==> config.mk <==
export PLATFORM = sky130hd
export DESIGN_NAME = hazard_stall_ctrl
export DESIGN_NICKNAME = d
export VERILOG_FILES = /design/src/rtl/hazard_stall_ctrl.sv
export SDC_FILE = /design/constraint.sdc
export NUM_CORES = 1
export LEC_CHECK = 0
export ABC_CLOCK_PERIOD_IN_PS = 4700
export CAP_MARGIN = 20
export CORE_MARGIN = 2
export CORE_UTILIZATION = 51
export DETAILED_ROUTE_END_ITERATION = 12
export GPL_ROUTABILITY_DRIVEN = 0
export PLACE_DENSITY = 0.84
export SYNTH_ARGS = -nofsm -noshare
export SYNTH_HDL_FRONTEND = slang
export SYNTH_SLANG_ARGS = --single-unit
==> constraint.sdc <==
create_clock -name clk -period 4.7 [get_ports clk]
set_clock_uncertainty 0.2 [all_clocks]
set_input_delay 0.47 -clock clk [delete_from_list [all_inputs] [get_ports clk]]
set_output_delay 0.47 -clock clk [all_outputs]
set_load 0.02 [all_outputs]
==> src/rtl/hazard_stall_ctrl.sv <==
// Pipeline hazard/stall sequencer: detects RAW/load-use hazards, handles taken
// redirects, memory stalls and HALT, and counts stall cycles and redirects.
module hazard_stall_ctrl #(
  parameter int unsigned FORWARDING   = 1,
  parameter int unsigned FLUSH_CYCLES = 1,
  parameter int unsigned CNT_W        = 16
) (
  input  logic             clk,
  input  logic             rst,
  input  logic             rs_valid,
  input  logic [2:0]       rs_sel,
  input  logic             rt_valid,
  input  logic [2:0]       rt_sel,
  input  logic             de_reg_write_en,
  input  logic [2:0]       de_write_reg_sel,
  input  logic             de_mem_read,
  input  logic             em_reg_write_en,
  input  logic [2:0]       em_write_reg_sel,
  input  logic             branch_taken_ex,
  input  logic             halt_ex,
  input  logic             imem_stall,
  input  logic             dmem_stall,
  output logic             stall_PC,
  output logic             stall_FD,
  output logic             flush_FD,
  output logic             insert_NOP,
  output logic             freeze_DE,
  output logic [CNT_W-1:0] stall_cnt,
  output logic [CNT_W-1:0] flush_cnt
);

  localparam int unsigned    FC_W    = 2;
  localparam logic [FC_W-1:0] FC_LOAD = FC_W'(FLUSH_CYCLES - 1);

  typedef enum logic [1:0] {
    S_RUN    = 2'd0,
    S_FLUSH  = 2'd1,
    S_FREEZE = 2'd2,
    S_HALT   = 2'd3
  } state_e;

  state_e           state_q, state_d, eff_state;
  logic             ret_flush_q, ret_flush_d;
  logic [FC_W-1:0]  fcnt_q, fcnt_d;
  logic [CNT_W-1:0] stall_cnt_q, flush_cnt_q;
  logic             flush_inc;
  logic             stall_inc;
  logic             lu, raw;

  function automatic logic src_match(input logic [2:0] r);
    return (rs_valid && (rs_sel == r)) || (rt_valid && (rt_sel == r));
  endfunction

  // Hazard detection; Writeback producer is covered by write-through regfile
  always_comb begin
    lu  = de_reg_write_en && de_mem_read && src_match(de_write_reg_sel);
    raw = (FORWARDING != 0) ? lu
        : ((de_reg_write_en && src_match(de_write_reg_sel)) ||
           (em_reg_write_en && src_match(em_write_reg_sel)));
  end

  // Releasing FREEZE behaves as the saved state within the same cycle
  assign eff_state = ((state_q == S_FREEZE) && !dmem_stall)
                   ? (ret_flush_q ? S_FLUSH : S_RUN) : state_q;

  always_ff @(posedge clk or negedge rst) begin
    if (!rst) begin
      state_q     <= S_RUN;
      ret_flush_q <= 1'b0;
      fcnt_q      <= '0;
    end else begin
      state_q     <= state_d;
      ret_flush_q <= ret_flush_d;
      fcnt_q      <= fcnt_d;
    end
  end

  always_comb begin
    state_d     = state_q;
    ret_flush_d = ret_flush_q;
    fcnt_d      = fcnt_q;
    flush_inc   = 1'b0;
    case (eff_state)
      S_RUN: begin
        state_d = S_RUN;
        if (dmem_stall) begin
          state_d     = S_FREEZE;
          ret_flush_d = 1'b0;
        end else if (halt_ex) begin
          state_d = S_HALT;
        end else if (branch_taken_ex) begin
          flush_inc = 1'b1;
          if (FLUSH_CYCLES > 1) begin
            fcnt_d  = FC_LOAD;
            state_d = S_FLUSH;
          end
        end
      end
      S_FLUSH: begin
        if (dmem_stall) begin
          state_d     = S_FREEZE;
          ret_flush_d = 1'b1;
        end else begin
          fcnt_d  = fcnt_q - FC_W'(1);
          state_d = (fcnt_q == FC_W'(1)) ? S_RUN : S_FLUSH;
        end
      end
      S_FREEZE: state_d = S_FREEZE;
      S_HALT:   state_d = S_HALT;
    endcase
  end

  always_comb begin
    stall_PC   = 1'b0;
    stall_FD   = 1'b0;
    flush_FD   = 1'b0;
    insert_NOP = 1'b0;
    freeze_DE  = 1'b0;
    if (rst) begin
      case (eff_state)
        S_RUN: begin
          if (dmem_stall) begin
            stall_PC  = 1'b1;
            stall_FD  = 1'b1;
            freeze_DE = 1'b1;
          end else if (halt_ex) begin
            stall_PC   = 1'b1;
            flush_FD   = 1'b1;
            insert_NOP = 1'b1;
          end else if (branch_taken_ex) begin
            flush_FD   = 1'b1;
            insert_NOP = 1'b1;
          end else if (raw) begin
            stall_PC   = 1'b1;
            stall_FD   = 1'b1;
            insert_NOP = 1'b1;
          end else if (imem_stall) begin
            stall_PC = 1'b1;
            flush_FD = 1'b1;
          end
        end
        S_FLUSH: begin
          if (dmem_stall) begin
            stall_PC  = 1'b1;
            stall_FD  = 1'b1;
            freeze_DE = 1'b1;
          end else begin
            flush_FD   = 1'b1;
            insert_NOP = 1'b1;
          end
        end
        S_FREEZE: begin
          stall_PC  = 1'b1;
          stall_FD  = 1'b1;
          freeze_DE = 1'b1;
        end
        S_HALT: begin
          stall_PC   = 1'b1;
          flush_FD   = 1'b1;
          insert_NOP = 1'b1;
        end
      endcase
    end
  end

  // HALT holds the PC but is not a counted stall
  assign stall_inc = stall_PC && (eff_state != S_HALT);

  always_ff @(posedge clk or negedge rst) begin
    if (!rst) begin
      stall_cnt_q <= '0;
      flush_cnt_q <= '0;
    end else begin
      if (stall_inc && (stall_cnt_q != {CNT_W{1'b1}}))
        stall_cnt_q <= stall_cnt_q + CNT_W'(1);
      if (flush_inc && (flush_cnt_q != {CNT_W{1'b1}}))
        flush_cnt_q <= flush_cnt_q + CNT_W'(1);
    end
  end

  assign stall_cnt = stall_cnt_q;
  assign flush_cnt = flush_cnt_q;

endmodule

==> results.md <==
Power and ir drop:
- The clock share of power is 0.197.
- The switching part of the total is 0.371.
- The part of the power in registers is 0.421.
- The largest voltage drop on the vdd net is 0.000248 V.
- In this run the power spent charging and discharging nets is 415 µW.
- The share of total power dissipated in combinational logic is 0.382.
- Summed over all cells, the static leakage comes to 1.20 nW.
- In this run the power density over the cells is 413 mW/mm².
- Internal power comes to 703 µW.

Synthesis:
- The cell count after synthesis is 199.
- By count the netlist is led by 37 x dfrtp_1, 23 x xor2_1, 22 x nand2_1.
- The post-synthesis sequential element count is 37.
- By instance count, the leading cell after synthesis is dfrtp_1.
- The share of synthesized area in the top cell type comes to 0.453.
- The post-synth net total is 225.
- Among all flip-flop cells after synthesis, the most frequent one is dfrtp_1.
- Summing every instance area after synthesis gives 0.00205 mm².
- Each instance of the synthesized netlist takes up on average 10.3 µm².
- After synthesis, the share of flip-flops with an asynchronous set or reset is 1.00.
- Ranked by total cell area, the synthesized netlist is headed by dfrtp_1 45%, xor2_1 9.8%, xnor2_1 5.6%, nand2_1 4.0%, nand3_1 2.9%.
- During synthesis, Yosys emitted a total of 0 warnings.
- The synthesized design contains 0 enable-type register cells.
- The number of different library cells in the post-synthesis netlist is 42.
- The library cell with the largest summed area after synthesis is dfrtp_1.
- The share of synthesized area occupied by flip-flops and latches is 0.453.

Floorplan:
- The number of ports placed on the die boundary is 60.
- The die is 67.3 µm wide.
- The region available for standard cell placement spans 0.00394 mm².
- The height of the chip is 67.3 µm.
- In this run the core area contains 23 standard-cell rows.
- The floorplan step defined a die boundary enclosing 0.00453 mm².
- The initial cell density of the core is 0.519.

STA:
- For the finished layout, the period the worst path requires is 3.30 ns.
- Setup total negative slack on the finished layout was measured at 0 ns.
- The setup slack after layout is 1.40 ns.
- The number of slew-limit violations in the final report is 0.
- Headroom to the max-slew limit came out at 0.393.
- Timing would allow up to 303 MHz.
- Setup repair after global routing left no endpoint under its margin.
- The final number of hold-violating endpoints is 0.
- The final-report setup violation count is 0.
- At the pin with the least slew margin, the transition time is 0.910 ns.
- Hold timing on the final database bottoms out at a slack of 0.117 ns.
- The final worst-path cycle share is 0.702.

Final layout:
- Excluding fillers, the count of instances in the completed layout stands at 307.
- The final design instance area without fill is 0.00271 mm².
- The number of antenna repair diodes is 0.
- After the last flow step, the layout net total stands at 283.
- The filler cells instantiated in the layout total 332.
- The relative area change from synthesis to final layout is 32.5%.
- The proportion of layout cells with a drive suffix above 1 is 0.101.
- Summing all multi-input logic gate instances after layout gives 0.00107 mm².
- Registers take 926 µm².

Setup path:
- The type of element launching the critical path is a primary input.
- The worst setup path category is in -> out.
- The worst setup slack for register-to-register paths is 2.26 ns.
- The worst flop-to-flop path startpoint is stall_cnt[0]$_DFFE_PN0P_.
- Data arrives at the worst endpoint at 2.63 ns.
- The worst setup path startpoint is de_write_reg_sel[0].
- The depth of the worst register-to-register path is 5.
- The termination of the worst setup path is stall_PC.
- Data on the critical path is required at its endpoint by 4.03 ns.
- The worst register-to-register path ends at stall_cnt[1]$_DFFE_PN0P_.
- Of all nets on the critical path, the largest fanout is 4.
- The type of element capturing the critical path is an output pin.

Global routing:
- Entering global routing, the biggest net connects 45 pins.
- For this run, the total global-route usage over all layers was measured as 0.205.
- The via count of the first global-routing pass was 1634.
- The number of antenna violations at the first check in global routing is 0.
- The first global-routing pass estimated 7.09 mm of wire.
- The leftover overflow at the end of global routing is 0.

Clocking:
- The H-tree generated during clock tree synthesis spans 2 levels.
- The clock drives 37 sinks.
- The clock latency reported for the late side of the worst-skew pair is 0.28 ns.
- Buffers added to address setup during post-CTS repair amount to 0.
- The number of buffers between clock root and the deepest sink is 2.
- The clock tree root buffer cell is clkbuf_8.
- The number of resized instances in the post-cts repair step is 0.
- The clock tree from TritonCTS is done.
- In this run, CTS created clock tree buffers numbering 5.
- For this design, the CTS-stage hold fixing added 0 buffers.
- Clock-pin slew was measured on the worst setup and hold paths at 0.07 ns.

Drt:
- The post-detailed-route wirelength per cell is 14.2 µm.
- The number of vias in the routed layout is 1654.
- The total wire length is 4.36 mm.
- The first routing iteration left 73 violations.
- In the routed design, unresolved DRC markers number 0.
- Dividing the detail-routed via count by the number of cells gives 5.39.
- In this run the remaining antenna-violating nets after routing total 0.
- The pre-antenna-repair detailed-routing pass consisted of 4 iterations.

Placement:
- Once placement finished, the instance area stood at 0.00263 mm².
- After detailed placement, the design holds a cell count of 300.
- Summed over all nets, the half-perimeter wirelength after detailed placement is 3.14 mm.
- The port buffer count is 55.
- The worst-case setup slack after placement is 1.39 ns.

Flow run:
- The total of max-cap violations is 0.

Status:
- The run finished with clean final reports.

Min path:
- The path class of the tightest hold or removal check is in -> async.
cells by family after synthesis:
logic type                 synth area share
and+or+nand+nor                       0.228
AOI/OAI and AO/OA                    0.0979
adders and majority gates            0.0184
muxes                                0.0238
DFF                                   0.453
buffers and inverters                0.0251
xor gates and xnor gates              0.154
worst min path at each step:
stage / startpoint / endpoint / slack [ns] / depth (start not counted)
6_report: rst / stall_cnt[9]$_DFFE_PN0P_ / 0.12 / 1
5_1_grt: rst / stall_cnt[9]$_DFFE_PN0P_ / 0.18 / 1
4_1_cts: rst / stall_cnt[9]$_DFFE_PN0P_ / 0.15 / 1
3_5_place_dp: flush_cnt[10]$_DFFE_PN0P_ / flush_cnt[10]$_DFFE_PN0P_ / 0.28 / 1
3_3_place_gp: fcnt_q[0]$_DFFE_PN0P_ / fcnt_q[0]$_DFFE_PN0P_ / 0.27 / 1
2_1_floorplan: rst / fcnt_q[0]$_DFFE_PN0P_ / -0.03 / 0
registers in the layout (all words and copies together), names as in the netlist:
| signal | cells |
|---|---|
| stall_cnt | 16 |
| fcnt_q | 2 |
| state_q | 2 |
| flush_cnt | 16 |
| ret_flush_q | 1 |
layout make-up:
class,instances,area share
Inverter,6,0.00831
Sequential cell,37,0.341
Tap cell,50,0.0231
Timing Repair Buffer,55,0.201
Multi-Input combinational cell,152,0.394
Clock buffer,7,0.0318
power by group through the flow:
stage | combinational, mW | sequential (mW) | clock (mW)
2_1_floorplan | 0.252 | 0.492 | 0
4_1_cts | 0.433 | 0.470 | 0.225
6_report | 0.428 | 0.471 | 0.220
5_1_grt | 0.467 | 0.481 | 0.238
3_3_place_gp | 0.417 | 0.474 | 0
3_5_place_dp | 0.430 | 0.476 | 0
worst max-delay path, cell delays in order:
cell	delay, ns
clkdlybuf4s50_1	0.51
xnor2_1	0.14
nand4_1	0.17
a21oi_1	0.32
o221ai_1	0.18
a21boi_0	0.21
clkdlybuf4s50_1	0.64
stage by stage:
stage	util	total power [mW]
2_1_floorplan	-	0.744
3_3_place_gp	0.666	0.891
3_5_place_dp	0.666	0.906
4_1_cts	0.688	1.13
5_1_grt	0.688	1.19
6_report	0.688	1.12
routing by layer:
metal / track usage / routed length, µm / vias to the layer above
li1: - / - / 804
met3: 0.0483 / 281 / 7
met1: 0.246 / 1920 / 799
met5: 0 / 0 / -
met4: 0.0918 / 71 / 0
met2: 0.349 / 2080 / 44
placed cells by master, fill, tap and decap left out, types with 2 or more instances in the layout:
cell type        count
clkdlybuf4s50_1     54
dfrtp_1             37
xor2_1              23
nand2_1             22
nor2_1              15
xnor2_1             13
nand3_1             12
and3_1               8
nor3_1               7
inv_1                6
clkbuf_8             6
nor3_2               5
nand4_1              4
a21oi_1              3
o21ai_0              3
a21boi_0             3
nand2b_1             3
mux2_2               3
nor4_1               3
ha_1                 3
o211ai_1             2
No activity file was read; power rests on OpenSTA's default activity.
